**src/rtl/memory_access.sv**
```systemverilog
// Memory-access stage of the in-order core: issues one outstanding data-memory
// request at a time, extends load data and latches results for writeback.
package memory_access_pkg;
  typedef enum logic [2:0] {
    LS_B  = 3'd0,
    LS_H  = 3'd1,
    LS_W  = 3'd2,
    LS_D  = 3'd3,
    LS_BU = 3'd4,
    LS_HU = 3'd5,
    LS_WU = 3'd6
  } load_store_variant_e;
endpackage

module memory_access
  import memory_access_pkg::*;
#(
  parameter int ADDR_W = 64
) (
  input  logic              clk,
  input  logic              rst,
  input  logic              in_valid,
  input  logic [4:0]        in_rd,
  input  logic [63:0]       in_result,
  input  logic              in_write_to_rd,
  input  logic              in_is_branch,
  input  logic [63:0]       in_store_data,
  input  logic              in_is_mem,
  input  logic              in_is_write,
  input  logic              in_final,
  input  load_store_variant_e in_ls_variant,
  output logic              mem_req_valid,
  input  logic              mem_req_ready,
  output logic [ADDR_W-1:0] mem_addr,
  output logic              mem_we,
  output logic [63:0]       mem_wdata,
  output logic [7:0]        mem_wstrb,
  input  logic              mem_rvalid,
  input  logic [63:0]       mem_rdata,
  input  logic              stall_in,
  output logic              stall_out,
  output logic [4:0]        rd_q,
  output logic [63:0]       wb_data_q,
  output logic              write_to_rd_q,
  output logic              branch_taken_q,
  output logic              valid_q,
  output logic              final_q,
  output logic              misalign_q
);

  typedef enum logic [1:0] {IDLE, REQ, WAIT, HOLD} state_e;

  state_e state, state_next;

  logic [2:0]  offset;
  logic        misalign;
  logic        mem_op;
  logic        start;
  logic [63:0] mem_result;
  logic [63:0] hold_data_p1;

  logic retire_alu;
  logic retire_mem;
  logic retire_buf;
  logic capture;
  logic bubble;

  function automatic logic [3:0] access_size(input load_store_variant_e v);
    case (v)
      LS_B, LS_BU: access_size = 4'd1;
      LS_H, LS_HU: access_size = 4'd2;
      LS_W, LS_WU: access_size = 4'd4;
      default:     access_size = 4'd8;
    endcase
  endfunction

  function automatic logic [7:0] byte_strobe(input load_store_variant_e v, input logic [2:0] off);
    case (v)
      LS_B, LS_BU: byte_strobe = 8'h01 << off;
      LS_H, LS_HU: byte_strobe = 8'h03 << off;
      LS_W, LS_WU: byte_strobe = 8'h0F << off;
      default:     byte_strobe = 8'hFF;
    endcase
  endfunction

  // Align the addressed bytes to bit 0, then sign- or zero-extend to 64 bits.
  function automatic logic [63:0] load_extend(input logic [63:0] raw, input logic [2:0] off,
                                              input load_store_variant_e v);
    logic [63:0]        s;
    logic signed [7:0]  b;
    logic signed [15:0] h;
    logic signed [31:0] w;
    logic signed [63:0] r;
    s = raw >> {off, 3'b000};
    b = s[7:0];
    h = s[15:0];
    w = s[31:0];
    case (v)
      LS_B:    r = b;
      LS_H:    r = h;
      LS_W:    r = w;
      LS_BU:   r = {56'd0, s[7:0]};
      LS_HU:   r = {48'd0, s[15:0]};
      LS_WU:   r = {32'd0, s[31:0]};
      default: r = s;
    endcase
    load_extend = r;
  endfunction

  assign offset    = in_result[2:0];
  assign misalign  = ({1'b0, offset} + access_size(in_ls_variant)) > 4'd8;
  assign mem_op    = in_valid & in_is_mem;
  assign start     = mem_op & ~misalign & ~stall_in;

  assign mem_addr  = {in_result[ADDR_W-1:3], 3'b000};
  assign mem_we    = in_is_write;
  assign mem_wdata = in_store_data << {offset, 3'b000};
  assign mem_wstrb = byte_strobe(in_ls_variant, offset);

  // A store retires with its address as writeback data; a load with extended data.
  assign mem_result = in_is_write ? in_result : load_extend(mem_rdata, offset, in_ls_variant);

  always_ff @(posedge clk) begin
    if (rst) state <= IDLE;
    else     state <= state_next;
  end

  always_comb begin
    state_next = state;
    case (state)
      IDLE: if (start) state_next = mem_req_ready ? WAIT : REQ;
      REQ:  if (mem_req_ready) state_next = WAIT;
      WAIT: if (mem_rvalid) state_next = stall_in ? HOLD : IDLE;
      HOLD: if (!stall_in) state_next = IDLE;
      default: state_next = IDLE;
    endcase
  end

  // While an access is in flight, writeback sees bubbles unless it is itself stalled.
  always_comb begin
    mem_req_valid = 1'b0;
    stall_out     = 1'b0;
    retire_alu    = 1'b0;
    retire_mem    = 1'b0;
    retire_buf    = 1'b0;
    capture       = 1'b0;
    bubble        = 1'b0;
    case (state)
      IDLE: begin
        if (start) begin
          mem_req_valid = 1'b1;
          stall_out     = 1'b1;
          bubble        = 1'b1;
        end else begin
          stall_out  = stall_in;
          retire_alu = ~stall_in;
        end
      end
      REQ: begin
        mem_req_valid = 1'b1;
        stall_out     = 1'b1;
        bubble        = ~stall_in;
      end
      WAIT: begin
        if (mem_rvalid && !stall_in) begin
          retire_mem = 1'b1;
        end else begin
          stall_out = 1'b1;
          bubble    = ~stall_in & ~mem_rvalid;
          capture   = mem_rvalid & stall_in;
        end
      end
      HOLD: begin
        if (!stall_in) retire_buf = 1'b1;
        else           stall_out  = 1'b1;
      end
      default: ;
    endcase
  end

  always_ff @(posedge clk) begin
    if (capture) hold_data_p1 <= mem_result;
  end

  // Stage boundary: writeback registers.
  always_ff @(posedge clk) begin
    if (rst) begin
      valid_q        <= 1'b0;
      rd_q           <= 5'd0;
      wb_data_q      <= 64'd0;
      write_to_rd_q  <= 1'b0;
      branch_taken_q <= 1'b0;
      final_q        <= 1'b0;
      misalign_q     <= 1'b0;
    end else if (retire_alu) begin
      valid_q        <= in_valid;
      rd_q           <= in_rd;
      wb_data_q      <= in_result;
      write_to_rd_q  <= in_valid & in_write_to_rd & ~(in_is_mem & (in_is_write | misalign));
      branch_taken_q <= in_valid & in_is_branch;
      final_q        <= in_valid & in_final;
      misalign_q     <= misalign_q | (mem_op & misalign);
    end else if (retire_mem || retire_buf) begin
      valid_q        <= 1'b1;
      rd_q           <= in_rd;
      wb_data_q      <= retire_buf ? hold_data_p1 : mem_result;
      write_to_rd_q  <= in_write_to_rd & ~in_is_write;
      branch_taken_q <= in_is_branch;
      final_q        <= in_final;
    end else if (bubble) begin
      valid_q        <= 1'b0;
    end
  end

endmodule
```
**config.mk**
```make
export PLATFORM = sky130hd
export DESIGN_NAME = memory_access
export DESIGN_NICKNAME = d
export VERILOG_FILES = /design/src/rtl/memory_access.sv
export SDC_FILE = /design/constraint.sdc
export NUM_CORES = 1
export LEC_CHECK = 0
export CORE_AREA = 2 2 163 165
export DETAILED_ROUTE_END_ITERATION = 7
export DIE_AREA = 0 0 165 167
export GPL_ROUTABILITY_DRIVEN = 1
export PLACE_DENSITY = 0.75
export SLEW_MARGIN = 10
export SYNTH_ARGS = -nofsm -noshare
export SYNTH_HDL_FRONTEND = slang
export SYNTH_SLANG_ARGS = --single-unit
```
**constraint.sdc**
```tcl
create_clock -name clk -period 7.8 [get_ports clk]
set_input_delay 2.34 -clock clk [delete_from_list [all_inputs] [get_ports clk]]
set_output_delay 2.34 -clock clk [all_outputs]
set_load 0.01 [all_outputs]
```
Word-level counts from Yosys, hierarchy flattened
Index checks and enable logic that the tools add are counted.
- add/subtract/negate cells: 1
- multipliers: 0
- divide/modulo/power cells: 0
- magnitude comparators: 1
- equal/unequal tests: 12
- shifts and indexed selects: 5
- multiplexer cells: 41
- bitwise operators: 19
- reduce and logical (&&, ||, !) cells: 11
- operators by type and width (operator ; count):
    one-hot mux 64 bit (6 select lines) ; 1
    two-way mux 64 bit ; 4
    left shift 64 x 6 -> 64 bit ; 1
    >> shifter 64 x 6 -> 64 bit ; 1
    one-hot mux 8 bit (3 select lines) ; 1
    two-way mux 1 bit ; 22
    AND 1 bit ; 12
    two-way mux 2 bit ; 6
    one-hot mux 4 bit (3 select lines) ; 1
    two-way mux 5 bit ; 2
    == test 3 bit (second input constant) ; 3
    inequality test 2 bit (second input constant) ; 4
    one-hot mux 2 bit (4 select lines) ; 1
    left shift 1 x 3 -> 8 bit (first input constant) ; 1
    left shift 2 x 3 -> 8 bit (first input constant) ; 1
    left shift 4 x 3 -> 8 bit (first input constant) ; 1
    OR reduction 2 bit ; 3
    inverter 1 bit ; 5
    adder 3 x 4 -> 4 bit ; 1
    == test 2 bit (second input constant) ; 2
    > comparator 4 bit (second input constant) ; 1
    one-hot mux 1 bit (4 select lines) ; 1
    AND reduction 4 bit ; 1
    == test 3 x 1 -> 1 bit (second input constant) ; 1
    other kinds (12) ; 13
- register bits after elaboration: 140
- bits in latches: 0
- RAM bits: 0
- bits in read-only memories: 0
- bits of input ports: 211
- output and inout bits: 213
- logic and storage cells: 99
- memories: 0

Longest topological paths before layout
Gate-level depths: netlist of run 1.
- depth in word-level cells: 13
- gate-level depth with buffers: 12
- mapped depth without buffers: 9

Worst setup path after synthesis of run 1
Ideal clock, no wire load.
- path kind: input-to-output
- from: in in_ls_variant[0]
- to: out mem_req_valid
- data arrival time: 4.564 ns
- required time: 5.460 ns
- slack: 0.896 ns
- cell stages on the path: 11
- buffers on the path: 3
- cells stage by stage: clkbuf_1 -> nor2_1 -> ha_1 -> fa_1 -> xor2_1 -> nor3_1 -> o311ai_2 -> buf_2 -> clkbuf_1 -> o21bai_1 -> nor2b_1
- longest elaborated chain between the ends: 10
- elaborated cells on any way between the ends: 17
- classes of those cells: add/sub: 1; order compare: 1; eq/ne: 5; mux: 3; bitwise: 3; reduce/logical: 4
- RTL lines (item ; RTL line ; source):
    from (decl) ; 31 ; input load_store_variant_e in_ls_variant,
    == test 3 bit (tied with other cells) ; 69 ; case (v)
    OR reduction 2 bit ; 69 ;
    one-hot mux 4 bit (3 select lines) (*) ; 69 ;
    adder 3 x 4 -> 4 bit (*) ; 111 ; assign misalign = ({1'b0, offset} + access_size(in_ls_variant)) > 4'd8;
    > comparator 4 bit (*) ; 111 ;
    inverter 1 bit (*) ; 113 ; assign start = mem_op & ~misalign & ~stall_in;
    AND 1 bit (*) (2 in a row) ; 113 ;
    two-way mux 1 bit (*) ; 150 ; if (start) begin
    one-hot mux 1 bit (2 select lines) (*) ; 148 ; case (state)
    to (decl) ; 32 ; output logic mem_req_valid,
Mark *: on every way between the ends. The rest lies on a longest branch, timed or not.

Worst setup path after layout of run 1
Ends and elaborated chain as after synthesis.

==> results of run 1 <==
[Yosys cell counts (all sizes together) (16+ instances only)]
master,number
mux4,34
a31oi,23
a21oi,110
nand2,91
o22ai,59
o21ai,62
mux2,21
nand3,22
a221oi,37
inv,32
nand2b,18
nor2,131
buf,112
clkbuf,72
mux2i,91
o21a,16
and2,19
edfxtp,64
a22oi,31
dfxtp,76
[routing by layer]
layer / vias up / GRT usage (%)
met5: - / 0
met4: 0 / 12.85
met3: 90 / 6.401
met2: 773 / 51.79
met1: 5565 / 40.06
li1: 5214 / -
[where the power goes]
part	switching (W)	internal [W]
logic	0.000388	0.000381
registers	0.0000179	0.000805
clock network	0.000358	0.000455
total	0.000764	0.00164
[through the flow]
stage	util (%)	hold slack, ns
after floorplan	-	0.4762
final	58.98	0.4542
after CTS	58.88	0.4555
after detailed placement	56.61	0.4464
after global routing	58.97	0.4630
after global placement	56.61	0.4372
[tightest hold or removal path, delay by kind of cell, from the launching register on]
kind	cells	cell delay, ns
AOI/OAI and AO/OA	1	0.05
DFF	1	0.31
and+or+nand+nor	1	0.05
[final timing paths]
check                       end  slack, ns  cells after the start
hold reg to reg         rd_q[1]       0.45                      2
setup reg to reg  wb_data_q[44]       4.72                      4
setup / recovery  mem_req_valid       0.27                     10
hold / removal          rd_q[1]       0.45                      2
[registers in the layout (all words and copies together) (netlist names)]
name / cells
branch_taken_q: 1
final_q: 1
hold_data_p1: 64
misalign_q: 1
rd_q: 5
state: 2
valid_q: 1
wb_data_q: 64
write_to_rd_q: 1
[placed cells by master, fill, tap and decap left out, types with 4 or more instances in the layout]
cell type and instances:
sky130_fd_sc_hd__a31oi_1 23, sky130_fd_sc_hd__mux2_2 21, sky130_fd_sc_hd__and2_1 16, sky130_fd_sc_hd__nor2_1 130
sky130_fd_sc_hd__mux4_2 34, sky130_fd_sc_hd__a211oi_1 12, sky130_fd_sc_hd__o22ai_1 59, sky130_fd_sc_hd__a221oi_1 37
sky130_fd_sc_hd__a221o_1 5, sky130_fd_sc_hd__dfxtp_1 76, sky130_fd_sc_hd__a211o_1 4, sky130_fd_sc_hd__nand3_1 22
sky130_fd_sc_hd__inv_8 4, sky130_fd_sc_hd__diode_2 7, sky130_fd_sc_hd__nand2b_1 18, sky130_fd_sc_hd__o32ai_1 13
sky130_fd_sc_hd__nor2b_1 10, sky130_fd_sc_hd__o21ai_0 60, sky130_fd_sc_hd__and3_1 10, sky130_fd_sc_hd__nand2_1 91
sky130_fd_sc_hd__edfxtp_1 64, sky130_fd_sc_hd__mux2i_1 91, sky130_fd_sc_hd__o211ai_1 15, sky130_fd_sc_hd__a21oi_1 110
sky130_fd_sc_hd__clkdlybuf4s50_1 416, sky130_fd_sc_hd__clkbuf_16 17, sky130_fd_sc_hd__a22oi_1 31, sky130_fd_sc_hd__buf_4 27
sky130_fd_sc_hd__inv_1 31, sky130_fd_sc_hd__o2bb2ai_1 13, sky130_fd_sc_hd__nor3_1 6, sky130_fd_sc_hd__inv_6 5
sky130_fd_sc_hd__o21a_1 16
[timing repair]
item / CTS / global route
gates resized for setup: 0 / 2
hold buffers: 0 / 0
hold endpoints to repair: 0 / 0
endpoints found under the setup margin: 0 / 2
[final cells by class]
| class | instances | area share (%) |
|---|---|---|
| Tap cell | 335 | 2.759 |
| Timing Repair Buffer | 446 | 28.88 |
| Antenna cell | 7 | 0.1153 |
| Clock buffer | 18 | 2.824 |
| Clock inverter | 14 | 1.021 |
| Sequential cell | 140 | 22.66 |
| Inverter | 32 | 0.7905 |
| Multi-Input combinational cell | 895 | 40.95 |
[logic make-up (layout without fill, tap and decap cells)]
group                    count (synthesis)  count (layout)
AO/OA/AOI/OAI                          419             419
AND/OR/NAND/NOR                        322             322
buffers and inverters                  216             510
multiplexers                           146             146
flip-flops                             140             140
adder cells (fa/ha/maj)                  4               4
other                                    1              10
XOR/XNOR                                 1               1
==> metrics.md, run 1 <==
| Metric | Value |
|---|---|
| Worst r2r src | `state[1]` |
| Critical path cell sequence | `clkdlybuf4s50_1, inv_1, nor2_2, ha_1, a211oi_1, o21a_1, o311ai_4, o21bai_1, nor2b_1, clkdlybuf4s50_1` |
| Final nets | `~1700` |
| Most used flip-flop cell after synthesis | `sky130_fd_sc_hd__dfxtp_1` |
| Final cycle utilization of the critical path | `96.56%` |
| Share of the synthesized area in compound gates (AO/OA/AOI/OAI) | `about 25%` |
| Routed wire length | `roughly 45000 um` |
| Post-synthesis to final-layout area growth | `41.21%` |
| Leftover overflow at the end of global routing | `0` |
| Initial Util | `41.77%` |
| CTS Root Cell | `sky130_fd_sc_hd__clkbuf_16` |
| Type of the worst min-delay path | `reg2reg` |
| Failing checks | `design-rule violations` |
| RD Place Congestion | `0.9378` |
| Setup total negative slack | `0 ns` |
| Multi-input combinational cell area | `6222 um2` |
| Dominant combinational cell family by area after synthesis | `compound AO/OA/AOI/OAI gates` |
| Post-layout worst setup margin | `about 0.27 ns` |
| WP data arrival | `about 5.2 ns` |
| TritonCTS buffer count | `17` |
| Adder and majority gate portion of the synthesized area | `0.5349%` |
| Basic-gate share of the synthesized area counting and, or, nand and nor cells | `between 10% and 20%` |
| DRC marker count from the first detailed-route iteration | `about 1300` |
| Top-area cell type share of the netlist area | `17.86%` |
| Post-synthesis cell type with the largest combined area | `sky130_fd_sc_hd__edfxtp_1` |
| Hold Startpoint | `rd_q[1]` |
| Number of filler cells placed in the layout | `between 2000 and 2500` |
| Run status | `complete, but fails checks` |
| Via density per instance | `around 6` |
| Worst-Margin Slew | `1.309 ns` |
| Routed length on met3 | `4340 um` |
| Finish-stage setup viols | `0` |
| Skew final | `approximately 0.0076 ns` |
| Fin cells | `1887` |
| Share of async-settable or async-resettable flops after synthesis | `0%` |
| Kind of start point of the critical path | `input pin` |
| Maximum capacitance violations | `0` |
| Die Span X | `165 um` |
| Family of cells with the greatest summed delay on the critical path | `buffers and inverters` |
| Crit path launch | `in_ls_variant[0]` |
| Number of I/O port buffers | `420` |
| Met2 wirelength from detailed routing | `21940 um` |
| Area share of xor/xnor cells in the synthesized design | `less than 1%` |
| Number of global-route vias before repair | `around 11000` |
| # H-tree levels | `4` |
| Pwr per Cell Area | `158.2 nW/um2` |
| Post-CTS setup buffer count | `0` |
| Number of endpoints with negative hold slack in the final report | `0` |
| Total area of sequential cells | `3443 um2` |
| Largest buffer count on any clock path | `2` |
| DPL Wire Length | `33080 um` |
| Global-route wire length before repair | `66220 um` |
| Y dimension of the die | `approximately 170 um` |
| Post-Syn Instances | `roughly 1200` |
| Maximum fanout along the worst path | `7` |
| Biggest area contributors in the synthesized netlist | `sky130_fd_sc_hd__edfxtp_1 18%, sky130_fd_sc_hd__dfxtp_1 14%, sky130_fd_sc_hd__mux2i_1 8.5%` |
| Total via count after detailed routing | `11640` |
| CTS tree | `yes` |
| Worst IR Drop VDD | `around 130 uV` |
| Highest cell delay on the worst timing path | `0.60 ns` |
| Antenna Violating Nets Remaining | `0` |
| Die ar. | `27560 um2` |
| Upper clock frequency limit | `approximately 130 MHz` |
| Placed Cells incl. Taps | `1848` |
| Post-place instance area | `around 15000 um2` |
| Sum of buffers and inverters on the critical path | `3` |
| Number of search-and-repair iterations in the first detailed-routing pass | `8` |
| Sequential share of the synthesized area | `32.00%` |
| Critical path class | `in2out` |
| Final critical delay including setup and external delays | `between 7 and 8 ns` |
| Initial antenna violation count | `6` |
| Synthesized area | `~11000 um2` |
| Maximum number of pins on one net before global-route repair | `71` |
| Post-Layout Inst Area | `15190 um2` |
| Setup repair after global routing missed its margin | `no` |
| M1 WL | `about 17000 um` |
| Fraction of final layout cells with drive strength greater than 1 | `around 8.6%` |
| Nature of the critical path endpoint | `output pin` |
| Residual DRC count | `2` |
| Count of unique library cells instantiated by Yosys | `just over 60` |
| CORE AREA | `approximately 26000 um2` |
| Critical-path top delay cell | `sky130_fd_sc_hd__clkdlybuf4s50_1` |
| Leakage power | `about 5.6 nW` |
| Count of boundary I/O pins | `424` |
| Number of enable flip-flop cells after synthesis | `64` |
| Count of state elements after synthesis | `140` |
| Number of core rows | `59` |
| Slew Limit Headroom | `approximately an eighth` |
| Sink Count | `140` |
| Number of warnings reported in the yosys synthesis log | `0` |
| Total power draw | `between 0.002 and 0.0025 W` |
| Overall global routing resource usage | `a little under a third` |
| Cell seen most often among critical-path stages | `sky130_fd_sc_hd__clkdlybuf4s50_1` |
| Worst skew pair latency | `approximately 0.43 ns` |
| Setup slack at placement | `slightly below 0.05 ns` |
| Data required time at the worst endpoint | `approximately 5.5 ns` |
| Max Transition Viols Final | `0` |
| Top layer reached by signal wires | `met4` |
| Worst-path clk slew | `roughly 0.06 ns` |
| Synthesized area per cell | `8.615 um2` |
| Routed WL per cell | `around 24 um` |
| Mux contribution to synthesized area | `~18%` |
Power figures use the tool's default switching activity.
==> run 2, diff against run 1 <==
--- a/config.mk
+++ b/config.mk
@@ -5,11 +5,12 @@
 export SDC_FILE = /design/constraint.sdc
 export NUM_CORES = 1
 export LEC_CHECK = 0
+export ABC_AREA = 1
 export CORE_AREA = 2 2 163 165
 export DETAILED_ROUTE_END_ITERATION = 7
 export DIE_AREA = 0 0 165 167
 export GPL_ROUTABILITY_DRIVEN = 1
-export PLACE_DENSITY = 0.75
+export PLACE_DENSITY = 0.79
 export SLEW_MARGIN = 10
 export SYNTH_ARGS = -nofsm -noshare
 export SYNTH_HDL_FRONTEND = slang
==> constraint.sdc (replaced) <==
create_clock -name clk -period 7.2 [get_ports clk]
set_input_delay 2.16 -clock clk [delete_from_list [all_inputs] [get_ports clk]]
set_output_delay 2.16 -clock clk [all_outputs]
set_load 0.01 [all_outputs]
==> metrics.md, run 2 <==
| Metric | Value |
|---|---|
| Run status | `completed` |
| Final critical delay including setup and external delays | `approximately 7 ns` |
| Post-synthesis cell type with the largest combined area | `sky130_fd_sc_hd__nand2_1` |
| Worst skew pair latency | `approximately 0.44 ns` |
| Worst IR Drop VDD | `between 150 and 200 uV` |
| Count of boundary I/O pins | `about 420` |
| Fin cells | `about 2600` |
| Initial Util | `45.49%` |
| Post-Syn Instances | `1993` |
| Regs by FF count | `hold_data_p1: 64 flops, wb_data_q: 64 flops, rd_q: 5 flops` |
| Gates resized, CTS repair | `0` |
| CTS Root Cell | `sky130_fd_sc_hd__clkbuf_16` |
| WP data arrival | `4.83 ns` |
| Synthesized area | `11720 um2` |
| Final nets | `2490` |
| Skew final | `between 0.01 and 0.015 ns` |
| Max Transition Viols Final | `0` |
| Commonest non-fill, non-tap cell in the layout | `sky130_fd_sc_hd__nand2_1` |
| Final cycle utilization of the critical path | `between 90% and 100%` |
| Biggest area contributors in the synthesized netlist | `sky130_fd_sc_hd__nand2_1 22%, sky130_fd_sc_hd__edfxtp_1 16%, sky130_fd_sc_hd__dfxtp_1 13%` |
| Number of enable flip-flop cells after synthesis | `64` |
| Placed Cells incl. Taps | `between 2000 and 3000` |
| Post-synthesis to final-layout area growth | `37.35%` |
| RR Endpoint | `wb_data_q[38]` |
| Number of filler cells placed in the layout | `between 2000 and 2500` |
| Maximum fanout along the worst path | `4` |
| Synth cell count leaders | `692 x sky130_fd_sc_hd__nand2_1, 278 x sky130_fd_sc_hd__inv_1, 212 x sky130_fd_sc_hd__nor2_1` |
| Number of endpoints with negative hold slack in the final report | `0` |
| Initial antenna violation count | `7` |
| Routed wire length | `around 48000 um` |
| Number of core rows | `a little under 60` |
| Total area of sequential cells | `roughly 3400 um2` |
| Worst-path clk slew | `~0.07 ns` |
| Worst r2r src | `state[1]` |
| Sequential share of the synthesized area | `a little under 30%` |
| Maximum capacitance violations | `0` |
| Leakage power | `approximately 7.7 nW` |
| Global-route wire length before repair | `approximately 73000 um` |
| Hold buffer count at cts | `0` |
| Fraction of final layout cells with drive strength greater than 1 | `4.502%` |
| Data required time at the worst endpoint | `a little over 5 ns` |
| Finish-stage setup viols | `0` |
| Number of global-route vias before repair | `roughly 13000` |
| Y dimension of the die | `around 170 um` |
| Post-CTS setup buffer count | `0` |
| Count of state elements after synthesis | `between 100 and 150` |
| Number of warnings reported in the yosys synthesis log | `0` |
| Critical path class | `in2out` |
| Overall global routing resource usage | `roughly a third` |
| Pwr per Cell Area | `~170 nW/um2` |
| Crit path launch | `in_ls_variant[1]` |
| Type of the worst min-delay path | `reg2reg` |
| Die ar. | `roughly 28000 um2` |
| Die Span X | `165 um` |
| Register-to-register setup slack | `approximately 4.7 ns` |
| Count of unique library cells instantiated by Yosys | `39` |
| Multi-input combinational cell area | `around 6100 um2` |
| Largest buffer count on any clock path | `2` |
| DPL Wire Length | `approximately 36000 um` |
| Top-area cell type share of the netlist area | `about 22%` |
| # H-tree levels | `4` |
| Setup repair after global routing missed its margin | `no` |
| Worst-Margin Slew | `between 0.9 and 1 ns` |
| TritonCTS buffer count | `17` |
| Kind of start point of the critical path | `input pin` |
| Nature of the critical path endpoint | `output pin` |
| CP endpoint | `mem_req_valid` |
| Residual DRC count | `0` |
| Sink Count | `140` |
| Worst-case hold slack | `~0.46 ns` |
| Number of I/O port buffers | `420` |
| Most used flip-flop cell after synthesis | `sky130_fd_sc_hd__dfxtp_1` |
| Via density per instance | `between 5 and 6` |
| Commonest cells after routing, fill and taps aside | `692 x sky130_fd_sc_hd__nand2_1, 415 x sky130_fd_sc_hd__clkdlybuf4s50_1, 276 x sky130_fd_sc_hd__inv_1` |
| Share of async-settable or async-resettable flops after synthesis | `0%` |
| RD Place Congestion | `about 1` |
| Slew Limit Headroom | `between 30% and 40%` |
| CORE AREA | `roughly 26000 um2` |
| Top-count cell post-synth | `sky130_fd_sc_hd__nand2_1` |
| Leftover overflow at the end of global routing | `0` |
| Antenna Violating Nets Remaining | `0` |
| Setup total negative slack | `0 ns` |
| Worst r2r path cells | `9` |
| Total via count after detailed routing | `between 10000 and 15000` |
| CTS tree | `yes` |
| Upper clock frequency limit | `between 100 and 150 MHz` |
| Number of search-and-repair iterations in the first detailed-routing pass | `6` |
| Routed WL per cell | `18.42 um` |
| Synthesized area per cell | `between 5 and 6 um2` |
| Maximum number of pins on one net before global-route repair | `roughly 110` |
| DRC marker count from the first detailed-route iteration | `between 1000 and 1500` |
run 2: per-layer routing:
metal	GRT usage (%)	wire length (um)	vias up
li1	-	-	6767
met1	41.76	18550	6430
met2	57.41	23030	767
met3	7.422	4432	142
met4	15.24	2317	8
met5	0	49	-
run 2: final cells by class:
type                    instances  share of cell area, %
inverters                     287                  6.732
well taps                     335                  2.604
flip-flops and latches        140                  21.39
repair buffers                449                  27.41
clock inverters                15                  1.049
diodes                          4                0.06219
clock buffers                  17                  2.643
multi-input cells            1380                  38.11
run 2: how the worst min path moves through the flow:
| stage | to | cells past startpoint | slack [ns] | startpoint |
|---|---|---|---|---|
| 6_report | branch_taken_q | 2 | 0.46 | branch_taken_q |
| 5_1_grt | branch_taken_q | 2 | 0.49 | branch_taken_q |
| 3_5_place_dp | branch_taken_q | 2 | 0.46 | branch_taken_q |
| 4_1_cts | branch_taken_q | 2 | 0.47 | branch_taken_q |
| 2_1_floorplan | branch_taken_q | 2 | 0.49 | branch_taken_q |
| 3_3_place_gp | branch_taken_q | 2 | 0.45 | branch_taken_q |
run 2: critical path, stage by stage:
cell	delay, ns
sky130_fd_sc_hd__clkdlybuf4s50_1	0.47
sky130_fd_sc_hd__nor2_1	0.22
sky130_fd_sc_hd__ha_1	0.24
sky130_fd_sc_hd__fa_1	0.43
sky130_fd_sc_hd__nor2_1	0.12
sky130_fd_sc_hd__o21ai_1	0.09
sky130_fd_sc_hd__nand3_2	0.18
sky130_fd_sc_hd__nand2_1	0.12
sky130_fd_sc_hd__inv_1	0.07
sky130_fd_sc_hd__nand2_1	0.06
sky130_fd_sc_hd__a21oi_1	0.12
sky130_fd_sc_hd__clkdlybuf4s50_1	0.56
run 2: power by group:
part	total (W)	switching, W	leakage (nW)	internal (W)
Sequential	0.000909	0.0000238	1.20	0.000885
Combinational	0.000930	0.000519	6.23	0.000411
Clock	0.000910	0.000415	0.283	0.000495
Total	0.00275	0.000957	7.72	0.00179
run 2: stage by stage:
step	worst slack (ns)	utilization, %	cell area (um2)	power [W]
final	0.2087	62.47	16100	0.002748
after CTS	0.04511	62.42	16080	0.002745
after detailed placement	0.05245	60.11	15490	0.001842
after floorplan	1.217	-	11730	0.001409
after global placement	0.1685	60.11	15490	0.001830
after global routing	0.01993	62.46	16090	0.002869
run 2: cell families (layout without fill, tap and decap cells):
family,after synthesis,in the layout,synth area share (%)
AO/OA/AOI/OAI,294,294,14.18
adder cells (fa/ha/maj),4,4,0.4912
buffers and inverters,475,768,18.45
flip-flops,140,140,29.38
other,1,7,0.03200
AND/OR/NAND/NOR,1079,1079,37.47
